[src/rtl/led_seq_pkg.sv]
// Shared types and constants for the LED bank sequencer.
// Latency: n/a (types, constants and one pure helper function).
// Backpressure: n/a.
package led_seq_pkg;

    localparam int LED_W = 8;

    localparam logic [LED_W-1:0] LED_OFF         = 8'h00;
    localparam logic [LED_W-1:0] LED_ALL         = 8'hFF;
    localparam logic [LED_W-1:0] LED_CHASE_START = 8'h80;

    typedef enum logic [1:0] {
        IDLE   = 2'd0,
        CHARGE = 2'd1,
        WIN    = 2'd2,
        LOSE   = 2'd3
    } state_t;

    // Bar graph filling from the right: lvl 0 lights one LED, lvl 7 lights all eight.
    function automatic logic [LED_W-1:0] bar_pattern(input logic [2:0] lvl);
        return LED_ALL >> (3'd7 - lvl);
    endfunction

endpackage

[src/rtl/led_tick_gen.sv]
// Step-rate generator: one-cycle tick every TICK_DIV cycles, restartable via clr.
// Latency: tick is a decode of the counter register; clr takes effect on the next edge.
// Backpressure: none; the tick is a free-running strobe.
module led_tick_gen #(
    parameter int TICK_DIV = 25000000
) (
    input  logic clk,
    input  logic rst_n,
    input  logic clr,
    output logic tick
);

    localparam int          CNT_W    = 26;
    localparam logic [25:0] CNT_LAST = 26'(TICK_DIV - 1);

    if (TICK_DIV < 2 || TICK_DIV > (2 ** CNT_W) - 1) begin : g_bad_tick_div
        $error("led_tick_gen: TICK_DIV must be in 2 .. 2^26-1");
    end

    logic [CNT_W-1:0] cnt_q;
    logic [CNT_W-1:0] cnt_d;

    assign tick = (cnt_q == CNT_LAST);

    // Count up and wrap on the tick; a clear restarts the step so it lasts a full TICK_DIV.
    always_comb begin
        cnt_d = cnt_q + 26'd1;
        if (clr || tick) begin
            cnt_d = '0;
        end
    end

    // Counter register.
    always_ff @(posedge clk or negedge rst_n) begin
        if (!rst_n) begin
            cnt_q <= '0;
        end else begin
            cnt_q <= cnt_d;
        end
    end

endmodule

[src/rtl/led_sequencer.sv]
// 8-LED sequencer: charge bar graph, win blink, lose chase; lose > win > charge. Macro LED_ACTIVE_LOW_EN inverts led.
// Latency: every led/busy change is registered, one cycle after the causing request or tick.
// Backpressure: none; win requests during lose and requests of any kind are never queued.
module led_sequencer
    import led_seq_pkg::*;
#(
    parameter int TICK_DIV  = 25000000,
    parameter int BLINK_CNT = 3
) (
    input  logic             clk,
    input  logic             rst_n,
    input  logic             req_win,
    input  logic             req_lose,
    input  logic             charge_en,
    input  logic [2:0]       charge_lvl,
    output logic [LED_W-1:0] led,
    output logic             busy
);

    if (BLINK_CNT < 1 || BLINK_CNT > 15 || 2 * BLINK_CNT > 31) begin : g_bad_blink_cnt
        $error("led_sequencer: BLINK_CNT must be in 1 .. 15");
    end

    localparam logic [4:0] WIN_STEPS  = 5'(2 * BLINK_CNT);
    localparam logic [4:0] LOSE_STEPS = 5'(LED_W);

`ifdef LED_ACTIVE_LOW_EN
    localparam logic [LED_W-1:0] LED_POL = LED_ALL;
`else
    localparam logic [LED_W-1:0] LED_POL = LED_OFF;
`endif

    state_t           state_q, state_d;
    logic [LED_W-1:0] pat_q, pat_d;
    logic [4:0]       step_q, step_d;
    logic [LED_W-1:0] led_q;
    logic             busy_q;
    logic             busy_d;
    logic             seq_clr;
    logic             tick;
    state_t           rest_state;
    logic [LED_W-1:0] rest_pat;

    led_tick_gen #(
        .TICK_DIV (TICK_DIV)
    ) u_tick (
        .clk   (clk),
        .rst_n (rst_n),
        .clr   (seq_clr),
        .tick  (tick)
    );

    // Where a finished or non-sequence state settles: charge display if requested, else dark.
    always_comb begin
        rest_state = IDLE;
        rest_pat   = LED_OFF;
        if (charge_en) begin
            rest_state = CHARGE;
            rest_pat   = bar_pattern(charge_lvl);
        end
    end

    // Next-state logic: requests first by priority, then per-state pattern stepping on ticks.
    always_comb begin
        state_d = state_q;
        pat_d   = pat_q;
        step_d  = step_q;
        seq_clr = 1'b0;

        if (req_lose) begin
            state_d = LOSE;
            pat_d   = LED_CHASE_START;
            step_d  = '0;
            seq_clr = 1'b1;
        end else if (req_win && state_q != LOSE) begin
            state_d = WIN;
            pat_d   = LED_ALL;
            step_d  = '0;
            seq_clr = 1'b1;
        end else begin
            case (state_q)
                IDLE, CHARGE: begin
                    state_d = rest_state;
                    pat_d   = rest_pat;
                end
                WIN: begin
                    if (tick) begin
                        step_d = step_q + 5'd1;
                        pat_d  = ~pat_q;
                        if (step_d == WIN_STEPS) begin
                            state_d = rest_state;
                            pat_d   = rest_pat;
                            step_d  = '0;
                        end
                    end
                end
                LOSE: begin
                    if (tick) begin
                        step_d = step_q + 5'd1;
                        pat_d  = pat_q >> 1;
                        if (step_d == LOSE_STEPS) begin
                            state_d = rest_state;
                            pat_d   = rest_pat;
                            step_d  = '0;
                        end
                    end
                end
                default: begin
                    state_d = IDLE;
                    pat_d   = LED_OFF;
                    step_d  = '0;
                end
            endcase
        end

        busy_d = (state_d == WIN) || (state_d == LOSE);
    end

    // State and output registers; led is registered already in pin polarity.
    always_ff @(posedge clk or negedge rst_n) begin
        if (!rst_n) begin
            state_q <= IDLE;
            pat_q   <= LED_OFF;
            step_q  <= '0;
            led_q   <= LED_OFF ^ LED_POL;
            busy_q  <= 1'b0;
        end else begin
            state_q <= state_d;
            pat_q   <= pat_d;
            step_q  <= step_d;
            led_q   <= pat_d ^ LED_POL;
            busy_q  <= busy_d;
        end
    end

    assign led  = led_q;
    assign busy = busy_q;

endmodule

[config.mk]
export PLATFORM = sky130hd
export DESIGN_NAME = led_sequencer
export DESIGN_NICKNAME = d
export VERILOG_FILES = /design/src/rtl/led_seq_pkg.sv /design/src/rtl/led_tick_gen.sv /design/src/rtl/led_sequencer.sv
export SDC_FILE = /design/constraint.sdc
export NUM_CORES = 1
export LEC_CHECK = 0
export ABC_CLOCK_PERIOD_IN_PS = 6060
export CORE_MARGIN = 2
export CORE_UTILIZATION = 60
export CTS_BUF_LIST = sky130_fd_sc_hd__clkbuf_4
export DETAILED_ROUTE_END_ITERATION = 7
export PLACE_DENSITY = 0.81
export SYNTH_ARGS = -nofsm -noshare
export SYNTH_HDL_FRONTEND = slang
export SYNTH_SLANG_ARGS = --single-unit
export TNS_END_PERCENT = 20
[constraint.sdc]
create_clock -name clk -period 6.06 [get_ports clk]
set_input_delay 1.212 -clock clk [delete_from_list [all_inputs] [get_ports clk]]
set_output_delay 1.212 -clock clk [all_outputs]
set_load 0.02 [all_outputs]
==> flow_summary.yaml <==
run_status:
  status: "completed"
synthesis:
  synth_largest_area_cell: "dfrtp_1"
  synth-warning-count: 0
  syn_inst: 295
  synth_top_area_frac: 0.395
  ys_types: 58
  synth-seq-area-share: 0.395
  postSynthAreaPerCell_um2: 9.01
  synth_most_common_cell: "dfrtp_1"
  synth_common_cells: "42 x dfrtp_1, 34 x nor2_1, 21 x nand2_1"
  yosys-top-cells-area: "dfrtp_1 40%, nor2_1 4.8%, xnor2_1 4.6%"
  ys.flop_type: "dfrtp_1"
  ys_ff_latch: 42
  synth-async-reset-ratio: 1.00
  synth_fp_nets: 307
  synth-edff-count: 0
  syn_area_mm2: 0.00266
worst_setup_path:
  rr_startpoint: "u_tick.cnt_q[0]"
  crit_start: "req_win"
  arrival_ns: 3.08
  r2r_slack_ns: 3.47
  crit_fanout: 25
  critPathRequiredTime_ns: 6.35
  crit_path_end_kind: "flop"
  r2r_cells: 6
  start_kind: "input pin"
  r2r_end: "u_tick.cnt_q[15]"
  crit_type: "in -> reg"
sta:
  setup_tns_ns: 0
  report.final.hold_viol_count: 0
  finalCriticalPeriod_ns: 2.79
  final-setup-viol-count: 0
  rsz0062_at_grt: "no"
  fmax_ghz: 0.358
  finalCritPeriodShare: 0.461
  tightest_slew_ns: 0.943
  slew_viol_final: 0
  worst_clock_skew_ns: 0.0131
  slew_headroom: 0.371
floorplanning:
  dieArea_mm2: 0.00498
  rows: 24
  die_width_um: 70.6
  core_area_mm2: 0.00432
  initial_core_util: 0.615
  dieHeight_um: 70.6
  ios: 17
cts:
  htreeDepth: 2
  cts_sinks: 42
  cts_resized: 0
  clockRootBuffer: "clkbuf_4"
  postCtsSetupBuffers: 0
  clk_latency_ns: 0.37
  clk_pin_slew_worst_paths_ns: 0.14
  ctsHoldBuffers: 0
  cts_tree: "yes"
  clk_path_buf_depth: 2
  cts_inserted_buffers: 5
route:
  drt_iter0_drc: 218
  first_pass_iters: 4
  postRouteAntennaNets: 0
  wl_um: 5810
  vias: 2289
  wl_per_cell_um: 16.2
  drc: 0
  via_per_inst: 6.38
finish:
  area_delta_synth_final_pct: 8.19
  final_util: 0.665
  drive_gt1_frac: 0.0717
  insertedDiodeCount: 0
  fin_nets: 318
  fillers: 365
  final_cells: 359
place:
  io_buffer_count: 16
  dp.cells: 351
  dpl.hpwl_um: 4060
  gp_congestion: 0.856
hold_path:
  hold_start: "u_tick.cnt_q[16]"
  holdPathEnd: "u_tick.cnt_q[16]"
  hold_class: "reg -> reg"
  whs_path_depth: 2
grt:
  grt_pass1_vias: 2030
  grtUsageTotal: 0.241
  grt_max_degree: 43
  grt_overflow: 0
  antenna_found_initial: 0
  grt_pass1_wl_um: 9660
flow_run:
  maxCapViolCount: 0
pwr:
  irDropWorstVdd_uv: 141
  leakage_nw: 1.09
  power.density_mw_per_mm2: 162
-- critical path, cell delays in order --
cell             delay [ns]
clkdlybuf4s50_1        0.51
and2_1                 0.24
nor2_1                 0.24
nand2_1                0.55
a21oi_1                0.33
-- report_power, final --
group	switching (W)	internal, W
sequential	0.00000454	0.000283
clock	0.0000975	0.0000501
combinational	0.0000202	0.0000117
total	0.000122	0.000345
-- layout make-up --
| class | instances | area [um2] | area share |
|---|---|---|---|
| Clock inverter | 2 | 13.8 | 0.00478 |
| Timing Repair Buffer | 16 | 155 | 0.0539 |
| Sequential cell | 42 | 1050 | 0.365 |
| Clock buffer | 6 | 45.0 | 0.0157 |
| Tap cell | 52 | 65.1 | 0.0226 |
| Inverter | 12 | 45.0 | 0.0157 |
| Multi-Input combinational cell | 229 | 1500 | 0.522 |
-- kinds of logic (layout without fill, tap and decap cells) --
logic type,count (synthesis),in the layout,share of synthesized area
simple gates,138,138,0.289
compound gates,66,66,0.187
flops,42,42,0.395
buf+inv,24,36,0.0400
xor+xnor,21,21,0.0692
fa+ha+maj,4,4,0.0188
-- placed cells by master (no fill, tap or decap), drive strengths merged, types with 5 or more instances in the layout --
master | synthesis | layout
a21oi | 14 | 14
a31oi | 8 | 8
and3 | 5 | 5
and4 | 5 | 5
clkbuf | 4 | 6
clkdlybuf4s50 | 0 | 15
dfrtp | 42 | 42
inv | 12 | 12
nand2 | 21 | 21
nand2b | 6 | 6
nand3 | 15 | 15
nand4 | 9 | 9
nor2 | 34 | 34
nor3 | 8 | 8
nor4 | 10 | 10
o21ai | 10 | 10
or3 | 5 | 5
xnor2 | 14 | 14
xor2 | 7 | 7
-- flip-flops by register name, indices dropped and copies added, names as in the netlist --
| register | count |
|---|---|
| busy | 1 |
| state_q | 2 |
| step_q | 5 |
| u_tick.cnt_q | 26 |
| led | 8 |
-- worst max-delay path by stage --
stage / end / slack, ns
5_1_grt: u_tick.cnt_q[11] / 3.09
2_1_floorplan: led[6] / 3.92
4_1_cts: u_tick.cnt_q[11] / 3.28
3_5_place_dp: u_tick.cnt_q[11] / 2.90
6_report: u_tick.cnt_q[11] / 3.27
3_3_place_gp: u_tick.cnt_q[25] / 2.99
-- per-stage QoR --
step	setup WS, ns	area, um2	hold WS, ns	power [W]
6_report	3.27	2880	0.554	0.000467
5_1_grt	3.09	2880	0.603	0.000484
4_1_cts	3.28	2880	0.558	0.000469
3_5_place_dp	2.90	2820	0.541	0.000325
3_3_place_gp	2.99	2820	0.525	0.000324
2_1_floorplan	3.92	2660	0.486	0.000310
-- metal layers --
metal  GRT usage  wire length (um)  share of wire
met1       0.367              2930           0.50
met2       0.356              2610           0.45
met3      0.0356               201          0.035
met4      0.0818                71          0.012
met5           0                 0              0
Note: power is estimated with default switching activity, not from simulation.
